### src/rtl/ptp_tsq_pkg.sv
// Shared types and constants for the PTP timestamp-queue drain engine.
package ptp_tsq_pkg;

  localparam int ENTRY_W         = 128;
  localparam int WORD_W          = 32;
  localparam int WORDS_PER_ENTRY = 4;

  localparam logic SRC_RX = 1'b0;
  localparam logic SRC_TX = 1'b1;

  typedef enum logic [2:0] {
    ST_IDLE,
    ST_POP,
    ST_WAIT,
    ST_SEND,
    ST_GUARD
  } state_t;

  // Word 0 is the most significant slice of the entry.
  function automatic logic [WORD_W-1:0] entry_word(input logic [ENTRY_W-1:0] e,
                                                   input logic [1:0]         i);
    return e[ENTRY_W-1-WORD_W*int'(i) -: WORD_W];
  endfunction

endpackage

### src/rtl/ptp_sat_cnt.sv
// Saturating up-counter with synchronous clear; holds at all-ones.
module ptp_sat_cnt #(
  parameter int CNT_W = 16
) (
  input  logic             clk,
  input  logic             rst,
  input  logic             clr,
  input  logic             inc,
  output logic [CNT_W-1:0] cnt
);

  always_ff @(posedge clk) begin
    if (rst || clr) begin
      cnt <= '0;
    end else if (inc && (cnt != {CNT_W{1'b1}})) begin
      cnt <= cnt + CNT_W'(1);
    end
  end

endmodule

### src/rtl/ptp_tsq_drain.sv
// Round-robin drain of the RX/TX timestamp queues into a 32-bit valid/ready
// word stream, four words per 128-bit entry, with saturating drain counters.
module ptp_tsq_drain
  import ptp_tsq_pkg::*;
#(
  parameter int RD_LAT = 1,
  parameter int GUARD  = 2,
  parameter int CNT_W  = 16
) (
  input  logic               clk,
  input  logic               rst,
  input  logic               enable,
  output logic               rx_q_rd_en,
  input  logic [7:0]         rx_q_rd_stat,
  input  logic [ENTRY_W-1:0] rx_q_rd_data,
  output logic               tx_q_rd_en,
  input  logic [7:0]         tx_q_rd_stat,
  input  logic [ENTRY_W-1:0] tx_q_rd_data,
  output logic [WORD_W-1:0]  m_data,
  output logic               m_valid,
  input  logic               m_ready,
  output logic               m_last,
  output logic               m_src,
  output logic [CNT_W-1:0]   rx_cnt,
  output logic [CNT_W-1:0]   tx_cnt,
  output logic               busy
);

  localparam int LAT_W   = 2;
  localparam int GUARD_W = (GUARD > 1) ? $clog2(GUARD) : 1;

  state_t               state, state_nxt;
  logic                 sel, sel_nxt;
  logic                 rr, rr_nxt;
  logic [LAT_W-1:0]     lat_cnt, lat_nxt;
  logic [1:0]           idx, idx_nxt;
  logic [GUARD_W-1:0]   gcnt, gcnt_nxt;
  logic                 load;
  logic                 rx_ne, tx_ne;
  logic                 entry_done;
  logic [ENTRY_W-1:0]   hold;

  assign rx_ne = |rx_q_rd_stat;
  assign tx_ne = |tx_q_rd_stat;

  always_ff @(posedge clk) begin
    if (rst) begin
      state   <= ST_IDLE;
      sel     <= SRC_RX;
      rr      <= SRC_RX;
      lat_cnt <= '0;
      idx     <= '0;
      gcnt    <= '0;
    end else begin
      state   <= state_nxt;
      sel     <= sel_nxt;
      rr      <= rr_nxt;
      lat_cnt <= lat_nxt;
      idx     <= idx_nxt;
      gcnt    <= gcnt_nxt;
    end
  end

  always_comb begin
    state_nxt = state;
    sel_nxt   = sel;
    rr_nxt    = rr;
    lat_nxt   = lat_cnt;
    idx_nxt   = idx;
    gcnt_nxt  = gcnt;
    load      = 1'b0;
    case (state)
      ST_IDLE: begin
        if (enable && (rx_ne || tx_ne)) begin
          state_nxt = ST_POP;
          // The pointer only moves when there was an actual contention.
          if (rx_ne && tx_ne) begin
            sel_nxt = rr;
            rr_nxt  = ~rr;
          end else begin
            sel_nxt = tx_ne ? SRC_TX : SRC_RX;
          end
        end
      end
      ST_POP: begin
        state_nxt = ST_WAIT;
        lat_nxt   = '0;
      end
      ST_WAIT: begin
        if (lat_cnt == LAT_W'(RD_LAT - 1)) begin
          load      = 1'b1;
          idx_nxt   = '0;
          state_nxt = ST_SEND;
        end else begin
          lat_nxt = lat_cnt + LAT_W'(1);
        end
      end
      ST_SEND: begin
        if (m_ready) begin
          if (idx == 2'(WORDS_PER_ENTRY - 1)) begin
            state_nxt = (GUARD == 0) ? ST_IDLE : ST_GUARD;
            gcnt_nxt  = '0;
          end else begin
            idx_nxt = idx + 2'd1;
          end
        end
      end
      ST_GUARD: begin
        if (gcnt == GUARD_W'(GUARD - 1)) begin
          state_nxt = ST_IDLE;
        end else begin
          gcnt_nxt = gcnt + GUARD_W'(1);
        end
      end
      default: state_nxt = ST_IDLE;
    endcase
  end

  // Holding register: data path only, qualified by state on the output side.
  always_ff @(posedge clk) begin
    if (load) begin
      hold <= (sel == SRC_TX) ? tx_q_rd_data : rx_q_rd_data;
    end
  end

  assign rx_q_rd_en = (state == ST_POP) && (sel == SRC_RX);
  assign tx_q_rd_en = (state == ST_POP) && (sel == SRC_TX);
  assign m_valid    = (state == ST_SEND);
  assign m_last     = m_valid && (idx == 2'(WORDS_PER_ENTRY - 1));
  assign m_src      = sel;
  assign m_data     = m_valid ? entry_word(hold, idx) : '0;
  assign busy       = (state != ST_IDLE);
  assign entry_done = m_valid && m_ready && (idx == 2'(WORDS_PER_ENTRY - 1));

  ptp_sat_cnt #(.CNT_W(CNT_W)) u_rx_cnt (
    .clk (clk),
    .rst (rst),
    .clr (1'b0),
    .inc (entry_done && (sel == SRC_RX)),
    .cnt (rx_cnt)
  );

  ptp_sat_cnt #(.CNT_W(CNT_W)) u_tx_cnt (
    .clk (clk),
    .rst (rst),
    .clr (1'b0),
    .inc (entry_done && (sel == SRC_TX)),
    .cnt (tx_cnt)
  );

endmodule

### config.mk
export PLATFORM = sky130hd
export DESIGN_NAME = ptp_tsq_drain
export DESIGN_NICKNAME = d
export VERILOG_FILES = /design/src/rtl/ptp_tsq_pkg.sv /design/src/rtl/ptp_sat_cnt.sv /design/src/rtl/ptp_tsq_drain.sv
export SDC_FILE = /design/constraint.sdc
export NUM_CORES = 1
export LEC_CHECK = 0
export ABC_AREA = 1
export CAP_MARGIN = 20
export CORE_UTILIZATION = 40
export DETAILED_ROUTE_END_ITERATION = 12
export PLACE_DENSITY_LB_ADDON = 0.08
export SETUP_SLACK_MARGIN = 0.3
export SYNTH_ARGS = -nofsm -noshare
export SYNTH_HDL_FRONTEND = slang
export SYNTH_SLANG_ARGS = --single-unit
### constraint.sdc
create_clock -name clk -period 6.7 [get_ports clk]
set_input_delay 0.67 -clock clk [delete_from_list [all_inputs] [get_ports clk]]
set_output_delay 0.67 -clock clk [all_outputs]
set_load 0.005 [all_outputs]
==> run_results.csv, run 1 <==
group,metric,value,unit
logic_synthesis,synth_cells,1155,
die,die_x,151,µm
logic_synthesis,synth_xor_area_share,1.09,%
worst_setup_path,crit_type,"reg2out",
sta,hold_violations,0,
job,drv_cap,0,
sta,setup-tns-final,0,ns
die,fp.dieH,151,µm
die,rows,54,
clock_network,cts_hold_buf,0,
routing,first_iter_violations,413,
clock_network,cts_setup_buffers,0,
logic_synthesis,syn_avg_cell_area,7.66,µm²
placed_design,gp_congestion,0.891,
logic_synthesis,synth_compound_area_share,8.25,%
routing,drt.antenna.violating_nets,0,
global_route,gr-total-overflow,0,
global_route,grt_pass1_vias,7810,
worst_setup_path,cp_max_fo,35,
sta,worst_pin_slew,0.998,ns
logic_synthesis,syn_nets,1435,
sta,max-slew-margin-rel,33.3,%
die,die_area,22700,µm²
global_route,antenna_found_initial,1,
finish,antenna_cells,0,
placed_design,hpwl,19300,µm
die,start_util,40.6,%
routing,wire_per_inst,15.4,µm
global_route,grt_pass1_wl,40700,µm
clock_network,cts.sinks,170,
worst_setup_path,cp.arrival,3.18,ns
sta,setup_violations,0,
worst_setup_path,cp-end-kind,"output pin",
clock_network,clkTransAtPathRegs,0.07,ns
clock_network,clock-root-buffer,"clkbuf_16",
finish,area_growth,47.6,%
worst_setup_path,cp_slowest_cell,"dfxtp_2",
placed_design,numPortBuffers,345,
global_route,grt_max_degree,76,
sta,period_share,57.5,%
run_status,status,"completed",
sta,finalClockSkew,0.0174,ns
clock_network,numCtsBuffers,17,
routing,first_pass_iters,5,
clock_network,cts.path.max_buffers,2,
routing,totalWireLength,27100,µm
routing,vias,8518,
logic_synthesis,synth_fa_ha_area_share,0.566,%
logic_synthesis,yosysTopAreaCell,"edfxtp_1",
global_route,grt_use_total,23.8,%
finish,drive_gt1_share,3.86,%
logic_synthesis,syn-cell-area,8840,µm²
routing,viasPerCell,4.85,
logic_synthesis,synth_top_cell_area_share,43.5,%
logic_synthesis,yosys.area_share.simple,32.5,%
power_and_ir_drop,peakVddDrop,0.202,mV
clock_network,clk_latency,0.43,ns
hold_path,hold_class,"reg2reg",
logic_synthesis,yosysWarnings,0,
logic_synthesis,synth_cell_types,29,
power_and_ir_drop,power_density,256,nW/µm²
finish,final_util,60.0,%
sta,clock.fmax,260,MHz
logic_synthesis,ys_seq_elements,170,
worst_setup_path,path_cells,"inv_1 -> buf_16 -> nor2_1 -> o21ai_0 -> a21oi_1 -> clkdlybuf4s50_1",
worst_setup_path,cp.required,6.03,ns
clock_network,htreeDepth,4,
die,core,21800,µm²
worst_setup_path,critPathMaxStageDelay,0.86,ns
power_and_ir_drop,p_leak,5.11,nW
die,io_pins,346,
routing,drc,0,
logic_synthesis,synth_top_family_by_area,"simple AND/OR/NAND/NOR gates",
logic_synthesis,yosysSeqAreaShare,53.0,%
sta,final-max-slew-violation-count,0,
finish,fin_nets,1745,
logic_synthesis,synthTopCellsByArea,"edfxtp_1 43%, nand2_1 20%, dfxtp_1 9.5%",
logic_synthesis,yosys-mux-area-fraction,0,%
sta,rsz0062_at_grt,"false",
worst_setup_path,cp-start-kind,"flop",
sta,layout_min_cycle_time,3.85,ns
clock_network,cts_resized,0,
clock_network,cts_tree,"done",
==> area by class of cell <==
type / count / area, µm²
tap: 280 / 350
timing repair buffer: 352 / 3530
inverter: 42 / 163
clock inverter: 14 / 135
clock buffer: 18 / 429
sequential: 170 / 4690
fill: 2004 / 8710
multi-input combinational: 882 / 3760
==> flip-flops by register name (all words and copies together) (netlist names), 2 cells and up <==
signal and flops:
idx 2, u_tx_cnt.cnt 16, state 3, u_rx_cnt.cnt 16, lat_cnt 2, hold 128
==> final timing paths <==
| path | startpoint | endpoint | slack [ns] | depth (start not counted) |
|---|---|---|---|---|
| setup / recovery | idx[1] | m_data[1] | 2.85 | 6 |
| hold / removal | gcnt | gcnt | 0.47 | 2 |
| setup reg to reg | m_src | u_tx_cnt.cnt[9] | 4.00 | 8 |
| hold reg to reg | gcnt | gcnt | 0.47 | 2 |
==> layout by cell type (no fill, tap or decap), types with 9 or more instances in the layout <==
cell               n
a21oi_1           63
nor3_1            13
xor2_1             9
nor2_1           184
nand4_1            9
nand3_1           24
clkdlybuf4s50_1  345
edfxtp_1         128
o21ai_0           81
nand2_1          478
dfxtp_1           39
inv_1             38
clkbuf_16         17
==> synthesized netlist by cell type (all sizes together) <==
library cell  instances
o21ai                81
nor3                 16
or2                   1
buf                  10
nand3b                1
nor2                188
clkbuf               51
dfxtp                42
nand4                 9
a21oi                64
nand2               481
inv                  42
ha                    4
nand3                25
edfxtp              128
xor2                  9
xnor2                 2
nor3b                 1
==> metal layers <==
| metal | track usage [%] | part of all wire, % | vias up |
|---|---|---|---|
| li1 | - | - | 4355 |
| met1 | 28.5 | 41 | 3846 |
| met2 | 41.8 | 50 | 278 |
| met3 | 5.76 | 6.7 | 37 |
| met4 | 7.65 | 1.8 | 2 |
| met5 | 0 | 0.059 | - |
==> critical path, delay by kind of cell (launching register included) <==
kind	cells	cell delay [ns]
buf+inv	3	1.52
compound gates	2	0.25
simple gates	1	0.11
flops	1	0.86
==> cells by family (layout without fill, tap and decap cells) <==
logic type               after synthesis  after routing
flip-flops                           170            170
adder cells (fa/ha/maj)                4              4
buffers and inverters                103            426
AO/OA/AOI/OAI                        145            145
AND/OR/NAND/NOR                      722            722
XOR/XNOR                              11             11
==> power breakdown <==
| group | total, mW | leakage, nW | switching (mW) | internal (mW) |
|---|---|---|---|---|
| Combinational | 0.896 | 3.33 | 0.547 | 0.349 |
| Clock | 0.970 | 0.272 | 0.449 | 0.521 |
| Sequential | 1.47 | 1.51 | 0.0828 | 1.39 |
| Total | 3.34 | 5.11 | 1.08 | 2.26 |
==> stage by stage <==
stage | power, mW | instance area [µm²] | setup slack (ns) | std cells | hold WS [ns]
6_report | 3.34 | 13100 | 2.85 | 1758 | 0.465
5_1_grt | 3.53 | 13100 | 2.62 | 1758 | 0.509
4_1_cts | 3.37 | 13100 | 2.81 | 1758 | 0.467
3_5_place_dp | 2.41 | 12500 | 3.25 | 1726 | 0.457
3_3_place_gp | 2.40 | 12500 | 3.28 | 1725 | 0.444
2_1_floorplan | 1.99 | 8850 | 2.28 | 1155 | 0.435
(Power assumes the default switching activity.)
==> run 2: changes to the inputs <==
Clock period 6.7 ns to 3.41 ns, I/O delays scaled along.
==> run 2 against run 1 <==
Effect of this change: clock skew shrank 0.0026 ns; critical path depth shrank 1; largest cell class unchanged; critical path type unchanged; highest routed layer is now met4; sequential share of layout area shrank 0.29 points.
==> run_results.csv, run 2 (synthesis results as in run 1) <==
group,metric,value,unit
power_and_ir_drop,clkPwrFrac,30.0,%
placed_design,place_inst,1731,
worst_setup_path,path_cells,"inv_2 -> buf_4 -> o21ai_0 -> a21oi_1 -> clkdlybuf4s50_1",
finish,largest_reg_flops,128,
routing,drt.antenna.violating_nets,0,
hold_path,hold_class,"reg2reg",
hold_path,hold_start,"gcnt",
sta,clock.fmax,353,MHz
global_route,busiest_layer,"met2",
clock_network,htreeDepth,4,
finish,drive_gt1_share,4.18,%
placed_design,hpwl,18800,µm
sta,hold_slack,0.459,ns
global_route,grt_max_degree,67,
routing,viasPerCell,4.78,
worst_setup_path,cp-end-kind,"output pin",
clock_network,cts_resized,0,
clock_network,numCtsBuffers,17,
finish,area_growth,48.8,%
clock_network,cts_hold_buf,0,
worst_setup_path,critPathMaxStageDelay,0.59,ns
worst_setup_path,cp_max_fo,47,
sta,setup_ws,0.581,ns
finish,fin_nets,1750,
power_and_ir_drop,design_power_total,6.70,mW
finish,nFillCells,1987,
global_route,grt_pass1_wl,38700,µm
die,rows,54,
worst_setup_path,r2r_end,"u_rx_cnt.cnt[2]",
worst_setup_path,cp_slowest_cell,"clkdlybuf4s50_1",
worst_setup_path,cp_num_buf_inv,3,
power_and_ir_drop,switchingPower,2.07,mW
global_route,globalRouteMet1Util,27.3,%
finish,final_cells,1763,
die,die_area,22700,µm²
die,core,21800,µm²
sta,final-max-slew-violation-count,0,
finish,antenna_cells,0,
worst_setup_path,ff2ff_path_depth,11,
routing,wire_per_inst,14.8,µm
global_route,grt_pass1_vias,7539,
worst_setup_path,crit_type,"reg2out",
worst_setup_path,cp.required,3.07,ns
routing,drc,0,
global_route,grtUsageMet2,39.7,%
power_and_ir_drop,p_int,4.63,mW
die,fp.dieH,151,µm
power_and_ir_drop,power_density,509,nW/µm²
sta,worst_pin_slew,0.871,ns
die,die_x,151,µm
placed_design,dpl-instance-area,12500,µm²
worst_setup_path,reg2reg_setup_slack,1.12,ns
sta,setup-tns-final,0,ns
routing,first_pass_iters,5,
finish,largest_register,"hold",
global_route,use_met3,4.76,%
clock_network,clk_latency,0.43,ns
placed_design,numPortBuffers,345,
die,io_pins,346,
worst_setup_path,cp-start-kind,"flop",
job,drv_cap,0,
sta,setup_violations,0,
finish,final_util,60.5,%
power_and_ir_drop,peakVddDrop,0.286,mV
global_route,grt_use_total,22.5,%
clock_network,cts_tree,"done",
clock_network,cts.sinks,170,
run_status,status,"completed",
worst_setup_path,cp.arrival,2.49,ns
power_and_ir_drop,p_leak,5.16,nW
clock_network,cts_setup_buffers,0,
power_and_ir_drop,pwr-share-seq,42.4,%
global_route,gr-total-overflow,0,
die,start_util,40.6,%
placed_design,pre_cts_ws,0.991,ns
global_route,antenna_found_initial,0,
placed_design,gp_congestion,0.886,
clock_network,cts.path.max_buffers,2,
power_and_ir_drop,comb_power_share,27.6,%
sta,hold_violations,0,
power_and_ir_drop,swShare,30.9,%
routing,first_iter_violations,417,
hold_path,whs_endpoint,"gcnt",
finish,layout.cells.most_common,"nand2_1",
sta,max-slew-margin-rel,41.8,%
finish,top_regs,"hold: 128 flops, u_rx_cnt.cnt: 16 flops, u_tx_cnt.cnt: 16 flops",
worst_setup_path,crit_family,"buffers and inverters",
clock_network,clock-root-buffer,"clkbuf_16",
routing,totalWireLength,26000,µm
worst_setup_path,rr_startpoint,"idx[0]",
sta,layout_min_cycle_time,2.83,ns
hold_path,worstHoldPathCells,2,
clock_network,clkTransAtPathRegs,0.06,ns
sta,finalClockSkew,0.0148,ns
sta,rsz0062_at_grt,"false",
routing,vias,8419,
finish,most-common-layout-cells,"478 x nand2_1, 345 x clkdlybuf4s50_1, 184 x nor2_1, 128 x edfxtp_1, 81 x o21ai_0",
finish,final_area,13200,µm²
sta,period_share,83.0,%
[run 2: cell types whose count changed in the layout (fill, tap and decap cells not counted)]
cell	change
clkinv_2	-1
clkinvlp_4	-2
buf_12	+3
buf_4	+3
bufinv_16	+2
inv_6	-3
inv_8	+1
clkinv_4	+3
buf_16	-1
[run 2: worst max-delay path by stage]
stage / cells past startpoint / slack, ns / start / to
2_1_floorplan: 3 / 0.41 / state[0] / hold[0]
3_3_place_gp: 5 / 1.03 / idx[0] / m_data[8]
3_5_place_dp: 5 / 0.99 / idx[0] / m_data[8]
4_1_cts: 5 / 0.52 / idx[0] / m_data[8]
5_1_grt: 5 / 0.39 / idx[0] / m_data[8]
6_report: 5 / 0.58 / idx[0] / m_data[13]
[run 2: cell type report]
type | instances | area (µm²) | area share, %
clock buffers | 18 | 429 | 3.26
flip-flops and latches | 170 | 4690 | 35.7
inverters | 42 | 163 | 1.24
multi-input cells | 882 | 3760 | 28.5
well taps | 280 | 350 | 2.66
clock inverters | 14 | 186 | 1.42
repair buffers | 357 | 3580 | 27.2
[run 2: worst reg2reg max path, cell delays in order, from the launching register on]
cell and delay (ns):
dfxtp_2 0.33, buf_4 0.58, ha_1 0.29, inv_1 0.07
nor2_4 0.13, nand2_4 0.10, nor2_4 0.11, nand2_4 0.14
inv_2 0.23, nand3_1 0.10, nand2_1 0.07, nor2_1 0.05
[run 2: metal layers]
| metal | wire, µm | vias to the layer above |
|---|---|---|
| met5 | 0 | - |
| met1 | 10900 | 3769 |
| li1 | - | 4360 |
| met4 | 385 | 0 |
| met2 | 13200 | 262 |
| met3 | 1580 | 28 |
[run 2: power groups by stage]
| stage | Combinational (mW) | Clock, mW | Sequential [mW] |
|---|---|---|---|
| final | 1.85 | 2.01 | 2.84 |
| after global placement | 1.85 | 0 | 2.88 |
| after global routing | 2.09 | 2.13 | 2.87 |
| after CTS | 1.89 | 2.05 | 2.84 |
| after floorplan | 1.03 | 0 | 2.86 |
| after detailed placement | 1.88 | 0 | 2.88 |
==> run 3: changes to the inputs <==
Clock period 3.41 ns to 2.3 ns, I/O delays scaled along.
==> run 3 against run 2 <==
Effect of this change: flip-flop and latch count is the same; final area grew 2.7%; count of clock-buffer cells in the layout shrank 1; combinational power grew 75%; final cell count grew 1.2%; highest routed layer unchanged.
==> run_results.csv, run 3 (synthesis results as in run 1) <==
group,metric,value,unit
die,rows,54,
global_route,grt_pass1_vias,7391,
sta,rsz0062_at_grt,"true",
routing,totalWireLength,26200,µm
routing,first_iter_violations,419,
clock_network,cts_hold_buf,0,
sta,max-slew-margin-rel,55.3,%
worst_setup_path,r2r_end,"u_rx_cnt.cnt[2]",
die,fp.dieH,151,µm
routing,first_pass_iters,5,
worst_setup_path,cp-end-kind,"output pin",
finish,antenna_cells,0,
finish,fin_nets,1772,
die,start_util,40.6,%
run_status,status,"completed",
placed_design,hpwl,19200,µm
finish,layout.cells.most_common,"nand2_1",
global_route,grt_pass1_wl,38200,µm
sta,finalClockSkew,0.0116,ns
power_and_ir_drop,p_int,6.98,mW
clock_network,cts.sinks,170,
finish,final_util,62.1,%
clock_network,clk_latency,0.42,ns
worst_setup_path,cp.arrival,1.99,ns
finish,multiInputGateArea,3910,µm²
global_route,antenna_found_initial,0,
worst_setup_path,crit_type,"reg2out",
finish,nFillCells,1946,
sta,layout_min_cycle_time,2.22,ns
finish,top_regs,"hold: 128 flops, u_rx_cnt.cnt: 16 flops, u_tx_cnt.cnt: 16 flops",
clock_network,clkTransAtPathRegs,0.07,ns
worst_setup_path,ff2ff_path_depth,11,
placed_design,numPortBuffers,345,
placed_design,gp_congestion,0.838,
sta,final-max-slew-violation-count,0,
sta,clock.fmax,450,MHz
routing,viasPerCell,4.75,
routing,wire_per_inst,14.7,µm
power_and_ir_drop,swShare,31.9,%
hold_path,hold_start,"rx_q_rd_data[123]",
sta,hold_violations,0,
hold_path,worstHoldPathCells,3,
placed_design,pre_cts_ws,0.395,ns
global_route,grt_use_total,22.4,%
power_and_ir_drop,pwr-share-seq,42.0,%
hold_path,whs_endpoint,"hold[123]",
hold_path,hold_class,"in2reg",
clock_network,numCtsBuffers,17,
sta,period_share,96.6,%
sta,worst_pin_slew,0.670,ns
sta,setup_violations,0,
power_and_ir_drop,peakVddDrop,0.411,mV
global_route,grt_max_degree,82,
worst_setup_path,reg2reg_setup_slack,0.44,ns
finish,seqCellArea,4700,µm²
die,core,21800,µm²
worst_setup_path,cp_max_fo,8,
power_and_ir_drop,comb_power_share,31.6,%
finish,most-common-layout-cells,"477 x nand2_1, 314 x clkdlybuf4s50_1, 162 x nor2_1, 128 x edfxtp_1, 62 x a21oi_1",
power_and_ir_drop,switchingPower,3.26,mW
sta,setup-tns-final,0,ns
global_route,gr-total-overflow,0,
clock_network,cts_tree,"done",
sta,setup_ws,0.0785,ns
routing,drt.antenna.violating_nets,0,
routing,vias,8476,
clock_network,cts.path.max_buffers,2,
worst_setup_path,rr_startpoint,"idx[0]",
job,drv_cap,0,
finish,largest_reg_flops,128,
routing,drc,0,
power_and_ir_drop,power_density,758,nW/µm²
finish,drive_gt1_share,8.77,%
power_and_ir_drop,clkPwrFrac,26.4,%
finish,area_growth,52.7,%
worst_setup_path,cp-start-kind,"flop",
clock_network,htreeDepth,4,
die,die_x,151,µm
die,io_pins,346,
die,die_area,22700,µm²
finish,largest_register,"hold",
worst_setup_path,cp.required,2.07,ns
clock_network,clock-root-buffer,"clkbuf_16",
power_and_ir_drop,p_leak,5.48,nW
[run 3: changes by cell type in the layout (fill, tap and decap cells not counted), sizes merged]
cell	delta
inv	-3
clkbuf	+8
clkinvlp	+3
clkinv	+3
dlygate4sd2	+2
buf	+34
clkdlybuf4s50	-31
clkdlybuf4s15	+2
dlymetal6s2s	+6
bufinv	-2
[run 3: power groups by stage]
stage | clock, mW | sequential (mW) | combinational, mW
5_1_grt | 2.87 | 4.34 | 3.60
6_report | 2.70 | 4.30 | 3.24
3_3_place_gp | 0 | 4.30 | 2.94
4_1_cts | 2.75 | 4.25 | 2.98
2_1_floorplan | 0 | 4.25 | 1.54
3_5_place_dp | 0 | 4.30 | 2.97
[run 3: timing repair]
action | in CTS | in global routing
setup buffers | 0 | 6
pin swaps | 1 | 31
cloned | 0 | 2
endpoints found under the setup margin | 34 | 33
resized for setup | 32 | 138
endpoints found under the hold margin | 0 | 0
[run 3: final cells by class]
type,count,share of cell area (%)
repair buffers,379,28.4
flip-flops and latches,170,34.8
multi-input cells,882,28.9
well taps,280,2.59
inverters,42,1.24
clock buffers,17,3.15
clock inverters,15,0.936
[run 3: worst max-delay path by stage]
| stage | start | end | slack [ns] | cells after the start |
|---|---|---|---|---|
| 6_report | idx[0] | m_data[5] | 0.08 | 6 |
| 3_5_place_dp | idx[0] | m_data[20] | 0.39 | 6 |
| 4_1_cts | idx[0] | m_data[11] | 0.04 | 6 |
| 2_1_floorplan | state[0] | hold[0] | -0.59 | 3 |
| 3_3_place_gp | idx[0] | m_data[11] | 0.39 | 5 |
| 5_1_grt | idx[1] | m_data[13] | -0.006 | 6 |
[run 3: stage by stage]
stage | std cells | instance area (µm²) | total power, mW | hold slack [ns]
2_1_floorplan | 1155 | 8860 | 5.79 | 0.299
3_3_place_gp | 1745 | 12700 | 7.23 | 0.448
3_5_place_dp | 1745 | 12700 | 7.26 | 0.465
4_1_cts | 1777 | 13300 | 9.97 | 0.430
5_1_grt | 1785 | 13500 | 10.8 | 0.439
6_report | 1785 | 13500 | 10.2 | 0.446
[run 3: critical path, cell delays in order, from the launching register on]
cell and delay (ns):
dfxtp_4 0.47, clkbuf_16 0.19, nor2_1 0.04, nor2_1 0.06, o21ai_0 0.11, a21oi_1 0.16
clkdlybuf4s50_1 0.55
[run 3: routing by layer]
metal	vias up	GRT usage (%)	wire length (µm)
met5	-	0	0
met4	0	7.45	468
met3	27	5.15	1610
li1	4407	-	-
met2	273	38.8	13200
met1	3769	27.3	11000
